[src/rtl/cmp_sched_pkg.sv]
// Shared types and default sizing for the round-robin compare scheduler.
package cmp_sched_pkg;

    localparam int NREQ = 4;
    localparam int W    = 4;
    localparam int ID_W = (NREQ > 1) ? $clog2(NREQ) : 1;

    typedef enum logic [1:0] {
        IDLE = 2'd0,
        CMP  = 2'd1,
        RESP = 2'd2
    } state_e;

endpackage

[src/rtl/mag_cmp_w.sv]
// Unsigned W-bit magnitude comparator, purely combinational.
module mag_cmp_w #(
    parameter int W = 4
) (
    input  logic [W-1:0] a,
    input  logic [W-1:0] b,
    output logic         eq,
    output logic         gt,
    output logic         lt
);

    assign eq = (a == b);
    assign gt = (a > b);
    assign lt = (a < b);

endmodule

[src/rtl/cmp_scheduler.sv]
// Round-robin arbiter feeding one shared magnitude comparator; one
// transaction in flight, result held until the consumer takes it.
//
// state | meaning
// IDLE  | searching for a requester from ptr, grant is combinational
// CMP   | captured operands go through the comparator
// RESP  | result presented, waiting for resp_ready
module cmp_scheduler
    import cmp_sched_pkg::state_e, cmp_sched_pkg::IDLE, cmp_sched_pkg::CMP, cmp_sched_pkg::RESP;
#(
    parameter  int NREQ = cmp_sched_pkg::NREQ,
    parameter  int W    = cmp_sched_pkg::W,
    localparam int ID_W = (NREQ > 1) ? $clog2(NREQ) : 1
) (
    input  logic              clk,
    input  logic              rst,
    input  logic [NREQ-1:0]   req_valid,
    input  logic [NREQ*W-1:0] req_a,
    input  logic [NREQ*W-1:0] req_b,
    output logic [NREQ-1:0]   req_ready,
    output logic              resp_valid,
    input  logic              resp_ready,
    output logic [ID_W-1:0]   resp_id,
    output logic              resp_eq,
    output logic              resp_gt,
    output logic              resp_lt,
    output logic              busy
);

    state_e          state_q, state_d;
    logic [ID_W-1:0] ptr_q, ptr_d;
    logic [ID_W-1:0] id_q, id_d;
    logic [W-1:0]    a_q, a_d;
    logic [W-1:0]    b_q, b_d;
    logic            eq_q, eq_d;
    logic            gt_q, gt_d;
    logic            lt_q, lt_d;
    logic            resp_valid_q, resp_valid_d;
    logic            busy_q, busy_d;

    logic [W-1:0]    a_lane [NREQ];
    logic [W-1:0]    b_lane [NREQ];
    logic            gnt_found;
    logic [ID_W-1:0] gnt_idx;
    logic [ID_W-1:0] sel;
    logic            cmp_eq, cmp_gt, cmp_lt;

    function automatic logic [ID_W-1:0] rr_idx(input logic [ID_W-1:0] base, input int k);
        return ID_W'((int'(base) + k) % NREQ);
    endfunction

    always_comb begin
        for (int i = 0; i < NREQ; i++) begin
            a_lane[i] = req_a[i*W +: W];
            b_lane[i] = req_b[i*W +: W];
        end
    end

    // First valid requester at or after ptr, wrapping at NREQ.
    always_comb begin
        gnt_found = 1'b0;
        gnt_idx   = '0;
        sel       = '0;
        for (int k = 0; k < NREQ; k++) begin
            sel = rr_idx(ptr_q, k);
            if (!gnt_found && req_valid[sel]) begin
                gnt_found = 1'b1;
                gnt_idx   = sel;
            end
        end
    end

    // Gated by rst so nothing is granted while reset is held.
    always_comb begin
        req_ready = '0;
        if (state_q == IDLE && gnt_found && !rst) begin
            req_ready[gnt_idx] = 1'b1;
        end
    end

    mag_cmp_w #(.W(W)) u_mag_cmp (
        .a  (a_q),
        .b  (b_q),
        .eq (cmp_eq),
        .gt (cmp_gt),
        .lt (cmp_lt)
    );

    always_comb begin
        state_d      = state_q;
        ptr_d        = ptr_q;
        id_d         = id_q;
        a_d          = a_q;
        b_d          = b_q;
        eq_d         = eq_q;
        gt_d         = gt_q;
        lt_d         = lt_q;
        resp_valid_d = resp_valid_q;
        busy_d       = busy_q;
        unique case (state_q)
            IDLE: begin
                if (gnt_found) begin
                    id_d    = gnt_idx;
                    a_d     = a_lane[gnt_idx];
                    b_d     = b_lane[gnt_idx];
                    busy_d  = 1'b1;
                    state_d = CMP;
                end
            end
            CMP: begin
                eq_d         = cmp_eq;
                gt_d         = cmp_gt;
                lt_d         = cmp_lt;
                resp_valid_d = 1'b1;
                state_d      = RESP;
            end
            RESP: begin
                if (resp_ready) begin
                    ptr_d        = (id_q == ID_W'(NREQ - 1)) ? '0 : id_q + ID_W'(1);
                    eq_d         = 1'b0;
                    gt_d         = 1'b0;
                    lt_d         = 1'b0;
                    resp_valid_d = 1'b0;
                    busy_d       = 1'b0;
                    state_d      = IDLE;
                end
            end
            default: begin
                state_d = IDLE;
            end
        endcase
    end

    always_ff @(posedge clk or posedge rst) begin
        if (rst) begin
            state_q      <= IDLE;
            ptr_q        <= '0;
            id_q         <= '0;
            a_q          <= '0;
            b_q          <= '0;
            eq_q         <= 1'b0;
            gt_q         <= 1'b0;
            lt_q         <= 1'b0;
            resp_valid_q <= 1'b0;
            busy_q       <= 1'b0;
        end else begin
            state_q      <= state_d;
            ptr_q        <= ptr_d;
            id_q         <= id_d;
            a_q          <= a_d;
            b_q          <= b_d;
            eq_q         <= eq_d;
            gt_q         <= gt_d;
            lt_q         <= lt_d;
            resp_valid_q <= resp_valid_d;
            busy_q       <= busy_d;
        end
    end

    assign resp_valid = resp_valid_q;
    assign resp_id    = id_q;
    assign resp_eq    = eq_q;
    assign resp_gt    = gt_q;
    assign resp_lt    = lt_q;
    assign busy       = busy_q;

endmodule
[config.mk]
export PLATFORM = sky130hd
export DESIGN_NAME = cmp_scheduler
export DESIGN_NICKNAME = d
export VERILOG_FILES = /design/src/rtl/cmp_sched_pkg.sv /design/src/rtl/mag_cmp_w.sv /design/src/rtl/cmp_scheduler.sv
export SDC_FILE = /design/constraint.sdc
export NUM_CORES = 1
export LEC_CHECK = 0
export ABC_AREA = 1
export CAP_MARGIN = 20
export CORE_MARGIN = 2
export CORE_UTILIZATION = 47
export DETAILED_ROUTE_END_ITERATION = 6
export GPL_ROUTABILITY_DRIVEN = 0
export PLACE_DENSITY = 0.8
export SYNTH_ARGS = -nofsm -noshare
export SYNTH_HDL_FRONTEND = slang
export SYNTH_HIERARCHICAL = 1
export SYNTH_SLANG_ARGS = --single-unit
[constraint.sdc]
create_clock -name clk -period 2.01 [get_ports clk]
set_input_delay 0.402 -clock clk [delete_from_list [all_inputs] [get_ports clk]]
set_output_delay 0.402 -clock clk [all_outputs]
set_load 0.01 [all_outputs]
### Yosys cells after proc, flatten, opt, wreduce, memory -nomap -nowiden

Cells that the tools add are included.
W data, S select, Z words.

* flip-flop bits (word level): 19
* latch bits: 0
* RAM bits: 0
* ROM bits: 0
* logic and storage cells: 84
* memories: 0

* add/sub/neg operators: 4
* $mul: 0
* div/mod/pow operators: 0
* magnitude comparators: 9
* equal/unequal tests: 6
* shifts and indexed selects: 0
* multiplexer cells: 36
* bitwise operators: 1
* reductions and logical operators: 18

Operators by type and width (count)
* $mux W4: 5
* $bmux W4 S2: 2
* $lt A2 B3 Y1 const B: 5
* $mux W2: 7
* $mux W1: 11
* $pmux W1 S2: 5
* $bmux W1 S2: 4
* $reduce_and A2 Y1: 4
* $logic_and A1 B1 Y1: 6
* $pmux W2 S3: 1
* $add A2 B1 Y2 const B: 2
* $add A2 B2 Y2 const B: 2
* $eq A2 B2 Y1 const B: 2
* $eq A4 B4 Y1: 1
* $gt A4 B4 Y1: 1
* $logic_not A1 Y1: 4
* $lt A4 B4 Y1: 1
* $ne A2 B2 Y1 const B: 2
* $reduce_bool A2 Y1: 2
* $ge A3 B3 Y1 const B: 1
* $not A2 Y3: 1
* $reduce_and A3 Y1: 1
* $demux W1 S2: 1
* $eq A2 B1 Y1 const B: 1
* other kinds (2): 2

### Logic depth before layout (Yosys ltp)

Gate-level depths: netlist (run 1).

* word-level depth: 17
* gate-level depth with buffers: 16
* depth with buffers taken out: 15

### Hierarchy

The synthesis (run 1) kept the hierarchy.

By module, submodules not included
* cmp_scheduler: instances 1, cells an instance 220, area each 1500.2 um^2, seq. area each 475.5 um^2
* mag_cmp_w: instances 1, cells an instance 20, area each 115.1 um^2, seq. area each 0.0 um^2

### Least setup slack after synthesis (run 1)

Ideal clock, no wire load.

* path kind: reg2out
* start point: register ptr_q[0]
* end point: output req_ready[2]
* data arrival time: 1.624 ns
* data required time: 1.608 ns
* path slack: -0.016 ns
* cell stages (with the launch flop): 12
* buffers on the path: 2
* path through: dfrtp_1 buf_6 nand2_1 nand2_2 nand2_2 nand2_2 nor2_4 nand3_4 nand3_4 buf_8 inv_2 nor3_1

* cells in the longest elaborated chain, start to end: 17
* elaborated cells between the ends (all ways): 33

Ends and longest elaborated chain
* from (decl): RTL line cmp_scheduler.sv:31 `logic [ID_W-1:0] ptr_q, ptr_d;`
* from (signal assigned): RTL line cmp_scheduler.sv:148 `ptr_q <= ptr_d;`
* parallel branches: the longest is 16 deep, another holds $lt A2 B3 Y1
* $mux W4 *: RTL line cmp_scheduler.sv:76 `if (state_q == IDLE && gnt_found && !rst) begin`
* to (decl): RTL line cmp_scheduler.sv:20 `output logic [NREQ-1:0] req_ready,`

Every way passes the cells marked *. The select of a mux whose other input is x is not followed.

### Final worst setup path (run 1)

Same ends and word-level chain as after synthesis.

==> summary.md, run 1 <==
| Metric | Value |
|---|---|
| Die area | `0.00392 mm²` |
| Worst R2R Setup Slack | `-0.31 ns` |
| Worst slew margin | `81.7%` |
| N_diodes | `0` |
| Critical path arrival | `between 1.5 and 2 ns` |
| Max Fclk | `0.421 GHz` |
| Via count | `1796` |
| P_int | `0.00241 W` |
| Sequential fraction of the synthesis area | `29.4%` |
| DRT Wirelength | `4420 µm` |
| Syn nets | `between 200 and 300` |
| CP max stage cell | `dfrtp_2` |
| Initial DRC Count | `54` |
| Setup ws final | `-0.365 ns` |
| Fin crit share | `118%` |
| Initial antenna violation count | `0` |
| Number of buffers created by CTS | `3` |
| DRT Pass-1 Iters | `5` |
| Psw | `0.00249 W` |
| Crit. path cell count | `12` |
| Clock Root Buffer | `clkbuf_4` |
| Worst R2R Start | `ptr_q[0]` |
| Die H | `62.6 µm` |
| HPWL after detailed placement | `2940 µm` |
| Maximum root-to-sink buffer count | `2` |
| Clock power share | `4.0%` |
| CTS H-tree depth | `1` |
| Hold WC Path Type | `reg2reg` |
| Worst Setup Path Type | `reg2out` |
| Final Hold Fails | `0` |
| Grt ovf | `0` |
| Worst path required time | `1.61 ns` |
| Failing checks | `setup timing` |
| Main synth FF type | `dfrtp_1` |
| Syn Std Cell Area | `0.00162 mm²` |
| Setup violations, final | `13` |
| Run status | `finished with violations` |
| Area share of the largest cell type after synthesis | `~30%` |
| Crit start category | `flip-flop` |
| Largest net degree at the start of global routing | `20` |
| Yosys reg bits | `19` |
| WHS | `0.488 ns` |
| CTS Sinks | `19` |
| Count of unique library cells instantiated by Yosys | `28` |
| Delay-heaviest family, CP | `simple AND/OR/NAND/NOR gates` |
| Antenna viol nets, final | `0` |
| I/O Pins | `50` |
| Synth-to-Final Area Change | `53.6%` |
| Worst Path Buf+Inv | `4` |
| Mapped Cells | `240` |
| Vias per std cell | `roughly 5` |
| Global-route wire length before repair | `7310 µm` |
| Nets@finish | `between 300 and 400` |
| CP Capture Type | `primary output` |
| Cell with the most instances after synthesis | `nand2_1` |
| Rows | `21` |
| Wirelength per Cell | `roughly 12 µm` |
| Initial cell density of the core | `between 40 and 50%` |
| Slew Limit Fails | `0` |
| Register share of total power | `14.7%` |
| Critical-path cell list | `clkinv_4 -> buf_6 -> nand2_1 -> nand2_1 -> nand2_1 -> nand2_1 -> nand2_2 -> nand3_2 -> nand3_4 -> inv_4 -> nor3_2 -> buf_2` |
| Vias in the first global route | `between 1500 and 2000` |
| Fin util | `~75%` |
| RSZ-0062 raised after global routing | `yes` |
| Synth top area cells | `dfrtp_1 (29%), nand2_1 (24%), nand2_2 (11%)` |
| Yosys warning count | `6` |
| Gr usage total | `22.5%` |
| Share of cells above drive strength 1 | `a little under a third` |
| Max-cap check violation count | `0` |
| Port bufs | `between 40 and 50` |
| Logic pwr share | `81.4%` |
| Worst reg-to-reg path cell count | `20` |
| Slowest Stage Delay on Critical Path | `approximately 0.46 ns` |
| CP max FO | `6` |
| Die Wd | `62.6 µm` |
| CP most frequent cell | `nand2_1` |
| EDFF count, synth | `0` |
| CORE AREA | `0.00331 mm²` |
| Post-synth ARST share | `100%` |
| Area leader, netlist | `dfrtp_1` |
| Slew @ Worst Pin | `0.275 ns` |
| Worst Setup EP | `req_ready[2]` |
| Crit. Startpoint | `ptr_q[0]` |
| Worst skew pair latency | `0.30 ns` |
| CTS tree | `done` |
| Top cells by count, synth | `nand2_1 (104), nand2_2 (28), dfrtp_1 (19), inv_1 (19), nand4_1 (17)` |
| Switch share | `50.8%` |
| DRC viols | `0` |
| Min Tclk post-route | `2.37 ns` |
| Mapped Avg Cell Area | `about 6.7 µm²` |
| R2R Path End | `a_q[0]` |
| Pwr dens | `1980 mW/mm²` |
| IR drop worst, VDD | `1.09 mV` |
| Leak | `1.30 nW` |
| Reg clk slew, reported paths | `0.10 ns` |
| Post-Route Skew | `0.00180 ns` |
==> power by group through the flow <==
stage / Combinational [W] / Sequential [W] / Clock (W)
2_1_floorplan: 0.00240 / 0.000711 / 0
3_3_place_gp: 0.00311 / 0.000697 / 0
3_5_place_dp: 0.00317 / 0.000707 / 0
4_1_cts: 0.00342 / 0.000717 / 0.000199
5_1_grt: 0.00441 / 0.000740 / 0.000221
6_report: 0.00399 / 0.000719 / 0.000194
==> logic make-up (layout without fill, tap and decap cells) <==
logic type	Yosys count	in the layout	share of synthesized area, %
AO/OA/AOI/OAI	10	10	3.56
adder cells (fa/ha/maj)	5	5	3.87
buffers and inverters	33	106	10.7
flip-flops	19	19	29.4
AND/OR/NAND/NOR	173	173	52.4
==> worst min-delay path: stages (launching register included) <==
cell and delay (ns):
dfrtp_1 0.36, nand2_1 0.05, nand2_1 0.05
==> per-stage QoR <==
stage / total power, W / area, µm² / setup WS, ns / setup TNS, ns / cells
final: 0.00490 / 2480 / -0.365 / -3.30 / 359
after global routing: 0.00537 / 2480 / -0.502 / -5.10 / 359
after global placement: 0.00380 / 2220 / -0.731 / -4.32 / 342
after detailed placement: 0.00388 / 2220 / -0.776 / -4.74 / 342
after floorplan: 0.00311 / 1620 / -0.00582 / -0.00582 / 240
after CTS: 0.00433 / 2350 / -0.353 / -1.32 / 351
==> sequential cells by signal, indices dropped and copies added (netlist names) <==
| name | count |
|---|---|
| state_q | 2 |
| resp_gt | 1 |
| resp_id | 2 |
| busy | 1 |
| ptr_q | 2 |
| b_q | 4 |
| a_q | 4 |
| resp_valid | 1 |
| resp_lt | 1 |
| resp_eq | 1 |
==> worst min path at each step <==
stage                 from     end  cells after the start
global route        b_q[1]  b_q[1]                      2
detailed placement  b_q[3]  b_q[3]                      2
finish              b_q[1]  b_q[1]                      2
global placement    b_q[3]  b_q[3]                      2
floorplan              rst  a_q[0]                      1
CTS                 b_q[3]  b_q[3]                      2
==> placed cells by master, fill, tap and decap left out, types with 2 or more instances in the layout <==
master | netlist | layout
nand2_1 | 104 | 96
clkdlybuf4s50_1 | 0 | 45
nand2_2 | 28 | 29
buf_4 | 1 | 24
dfrtp_1 | 19 | 18
inv_1 | 19 | 17
nand4_1 | 17 | 17
nand2_4 | 2 | 9
ha_1 | 5 | 5
nor2_1 | 4 | 4
nand3_4 | 2 | 4
nand3_2 | 3 | 4
nand3_1 | 7 | 4
nor3_2 | 0 | 4
buf_2 | 4 | 4
inv_2 | 4 | 3
a21oi_1 | 3 | 3
clkbuf_4 | 1 | 3
clkinv_4 | 0 | 2
inv_4 | 0 | 2
o21ai_2 | 1 | 2
o21ai_0 | 3 | 2
buf_12 | 1 | 2
buf_6 | 1 | 2
==> what timing repair did <==
item                       4_1_cts  5_1_grt
hold buffers                     0        0
resized for setup               35       22
buffers inserted                 4        9
setup endpoints to repair        4       12
pin swaps                       14        4
gates cloned                     1        1
==> layout make-up <==
class	instances	area, µm²
clock buffers	3	22.5
clock inverters	1	5.00
fillers	259	830
inverters	24	105
multi-input cells	188	1080
flip-flops and latches	19	477
well taps	46	57.6
repair buffers	78	738
==> per-layer routing <==
metal	track usage, %	vias to the layer above	share of wire, %
met5	0	-	0
met4	6.39	0	2.0
li1	-	907	-
met2	42.5	53	52
met1	25.6	826	41
met3	4.14	10	4.7
No activity file was read; power rests on OpenSTA's default activity.
==> inputs of run 2 (changes only) <==
==> constraint.sdc (replaced) <==
create_clock -name clk -period 2.5 [get_ports clk]
set_input_delay 0.5 -clock clk [delete_from_list [all_inputs] [get_ports clk]]
set_output_delay 0.5 -clock clk [all_outputs]
set_load 0.01 [all_outputs]
==> run 2 against run 1 <==
The flow now finishes without violations. Critical path depth is 3 lower. Design area is 6.6% lower. Routed wire length is 9.2% lower. Die area stayed put. Sequential power is 22% lower. Register-to-register slack better by 0.81 ns. Combinational power is 33% lower. Power is 30% lower. First-iteration DRC count is 31% higher. Clock skew is 0.00066 ns higher. Sequential share of layout area is 1.3 points higher. Non-clock buffer count is 8 lower. Critical path type unchanged. Largest cell class unchanged. Largest power group unchanged.
==> summary.md, run 2 (synthesis results as in run 1) <==
| Metric | Value |
|---|---|
| Run status | `finished clean` |
| Vias per std cell | `slightly below 5` |
| Critical path arrival | `between 1.5 and 2 ns` |
| Biggest regs | `a_q x4, b_q x4` |
| Slowest Stage Delay on Critical Path | `0.46 ns` |
| IR drop worst, VDD | `0.601 mV` |
| Worst path required time | `roughly 2.0 ns` |
| RSZ-0062 raised after global routing | `yes` |
| DRC viols | `0` |
| I/O Pins | `50` |
| Grt ovf | `0` |
| CTS H-tree depth | `1` |
| Die area | `around 0.0039 mm²` |
| Commonest non-fill, non-tap cell in the layout | `nand2_1` |
| Max-cap check violation count | `0` |
| Hold_buf cts | `0` |
| Setup violations, final | `0` |
| Worst reg-to-reg path cell count | `14` |
| Via count | `roughly 1700` |
| Max Fclk | `approximately 0.40 GHz` |
| Worst skew pair latency | `0.31 ns` |
| CP max FO | `6` |
| Leak | `1.25 nW` |
| Port bufs | `49` |
| Die H | `62.6 µm` |
| Vias in the first global route | `between 1500 and 2000` |
| Fin util | `70.0%` |
| DRT Wirelength | `roughly 4000 µm` |
| HPWL after detailed placement | `3080 µm` |
| Share of cells above drive strength 1 | `28.9%` |
| CP Capture Type | `primary output` |
| Nets@finish | `350` |
| Critical-path cell list | `buf_6 -> nand2_2 -> nand2_2 -> buf_4 -> a31oi_2 -> nand3_2 -> buf_6 -> nor3_2 -> buf_2` |
| Global-route wire length before repair | `approximately 7000 µm` |
| Pwr dens | `1480 mW/mm²` |
| Most frequent cells in the layout | `nand2_1 (98), clkdlybuf4s50_1 (41), nand2_2 (33)` |
| Synth-to-Final Area Change | `43.5%` |
| Die Wd | `62.6 µm` |
| Antenna viol nets, final | `0` |
| Setup ws final | `0.0107 ns` |
| Final Power | `between 0.003 and 0.004 W` |
| Worst R2R Start | `ptr_q[0]` |
| Number of buffers created by CTS | `3` |
| Maximum root-to-sink buffer count | `2` |
| CTS tree | `done` |
| Initial antenna violation count | `0` |
| Slew Limit Fails | `0` |
| Initial cell density of the core | `48.8%` |
| Wirelength per Cell | `11.4 µm` |
| Fin crit share | `between 90% and 100%` |
| Min Tclk post-route | `approximately 2.5 ns` |
| N_diodes | `0` |
| Worst R2R Setup Slack | `0.50 ns` |
| Post-Route Skew | `0.00246 ns` |
| Worst slew margin | `81.9%` |
| Slew @ Worst Pin | `0.270 ns` |
| Initial DRC Count | `71` |
| Worst Setup EP | `req_ready[0]` |
| R2R Path End | `a_q[3]` |
| Crit. Startpoint | `ptr_q[0]` |
| Largest net degree at the start of global routing | `20` |
| CORE AREA | `0.00331 mm²` |
| Gr usage total | `between 20 and 25%` |
| Pre-CTS setup slack | `-0.520 ns` |
| Crit start category | `flip-flop` |
| Reg clk slew, reported paths | `between 0.1 and 0.15 ns` |
| Hold WC Path Type | `reg2reg` |
| Clock Root Buffer | `clkbuf_4` |
| Dpl cell area | `0.00220 mm²` |
| Design area | `roughly 0.0023 mm²` |
| Worst Setup Path Type | `reg2out` |
| Final Hold Fails | `0` |
| CTS Sinks | `19` |
| CP max stage cell | `dfrtp_2` |
| DRT Pass-1 Iters | `4` |
| Rows | `21` |
## run 2: changes by cell type in the layout (fill, tap and decap cells not counted), moves of 3 or more
cell | before | now
nand2_2 | 29 | 33
nand2_4 | 9 | 3
inv_1 | 17 | 14
dlymetal6s2s_1 | 0 | 4
inv_2 | 3 | 8
buf_4 | 24 | 18
clkdlybuf4s50_1 | 45 | 41
## run 2: worst min-delay path by stage
stage,cells after the start,endpoint,from
finish,2,b_q[3],b_q[3]
global route,2,b_q[3],b_q[3]
CTS,2,a_q[0],a_q[0]
detailed placement,2,a_q[0],a_q[0]
global placement,2,b_q[2],b_q[2]
floorplan,2,a_q[0],a_q[0]
## run 2: what timing repair did
item	CTS	global route
pin swaps	3	12
endpoints found under the setup margin	4	4
buffers inserted	0	5
resized for setup	22	21
gates cloned	0	0
## run 2: power by group
part | total, W | switching [W] | leakage [nW] | internal, W
combinational | 0.00269 | 0.00160 | 1.00 | 0.00110
clock | 0.000168 | 0.000108 | 0.0177 | 0.0000600
sequential | 0.000563 | 0.0000996 | 0.232 | 0.000464
## run 2: stage by stage
stage | instances | hold WS (ns) | setup TNS, ns
floorplan | 240 | 0.449 | 0
global placement | 342 | 0.464 | -1.73
detailed placement | 342 | 0.466 | -1.93
CTS | 346 | 0.497 | 0
global route | 351 | 0.525 | -0.355
finish | 351 | 0.491 | 0
## run 2: final cells by class
cell class / count / area [µm²]
Multi-Input combinational cell: 188 / 1010
Tap cell: 46 / 57.6
Sequential cell: 19 / 477
Clock inverter: 1 / 5.00
Fill cell: 315 / 992
Timing Repair Buffer: 70 / 649
Inverter: 24 / 93.8
Clock buffer: 3 / 22.5
## run 2: worst max-delay path: cells and delay by family (launching register included)
family	cells	cell delay, ns
AOI/OAI and AO/OA	1	0.20
and+or+nand+nor	4	0.41
DFF	1	0.46
buffers and inverters	4	0.59
## run 2: per-layer routing
layer / track usage, % / vias up / share of wire, %
li1: - / 894 / -
met1: 23.9 / 776 / 41
met2: 40.2 / 50 / 51
met3: 2.34 / 14 / 4.3
met4: 13.9 / 0 / 3.6
met5: 0 / - / 0
==> inputs of run 3 (changes only) <==
--- a/config.mk
+++ b/config.mk
@@ -12,6 +12,7 @@
 export DETAILED_ROUTE_END_ITERATION = 6
 export GPL_ROUTABILITY_DRIVEN = 0
 export PLACE_DENSITY = 0.8
+export SLEW_MARGIN = 20
 export SYNTH_ARGS = -nofsm -noshare
 export SYNTH_HDL_FRONTEND = slang
 export SYNTH_HIERARCHICAL = 1
==> results of run 3 <==
Same layout as run 2: the final DEF is identical, and so are final timing and power.
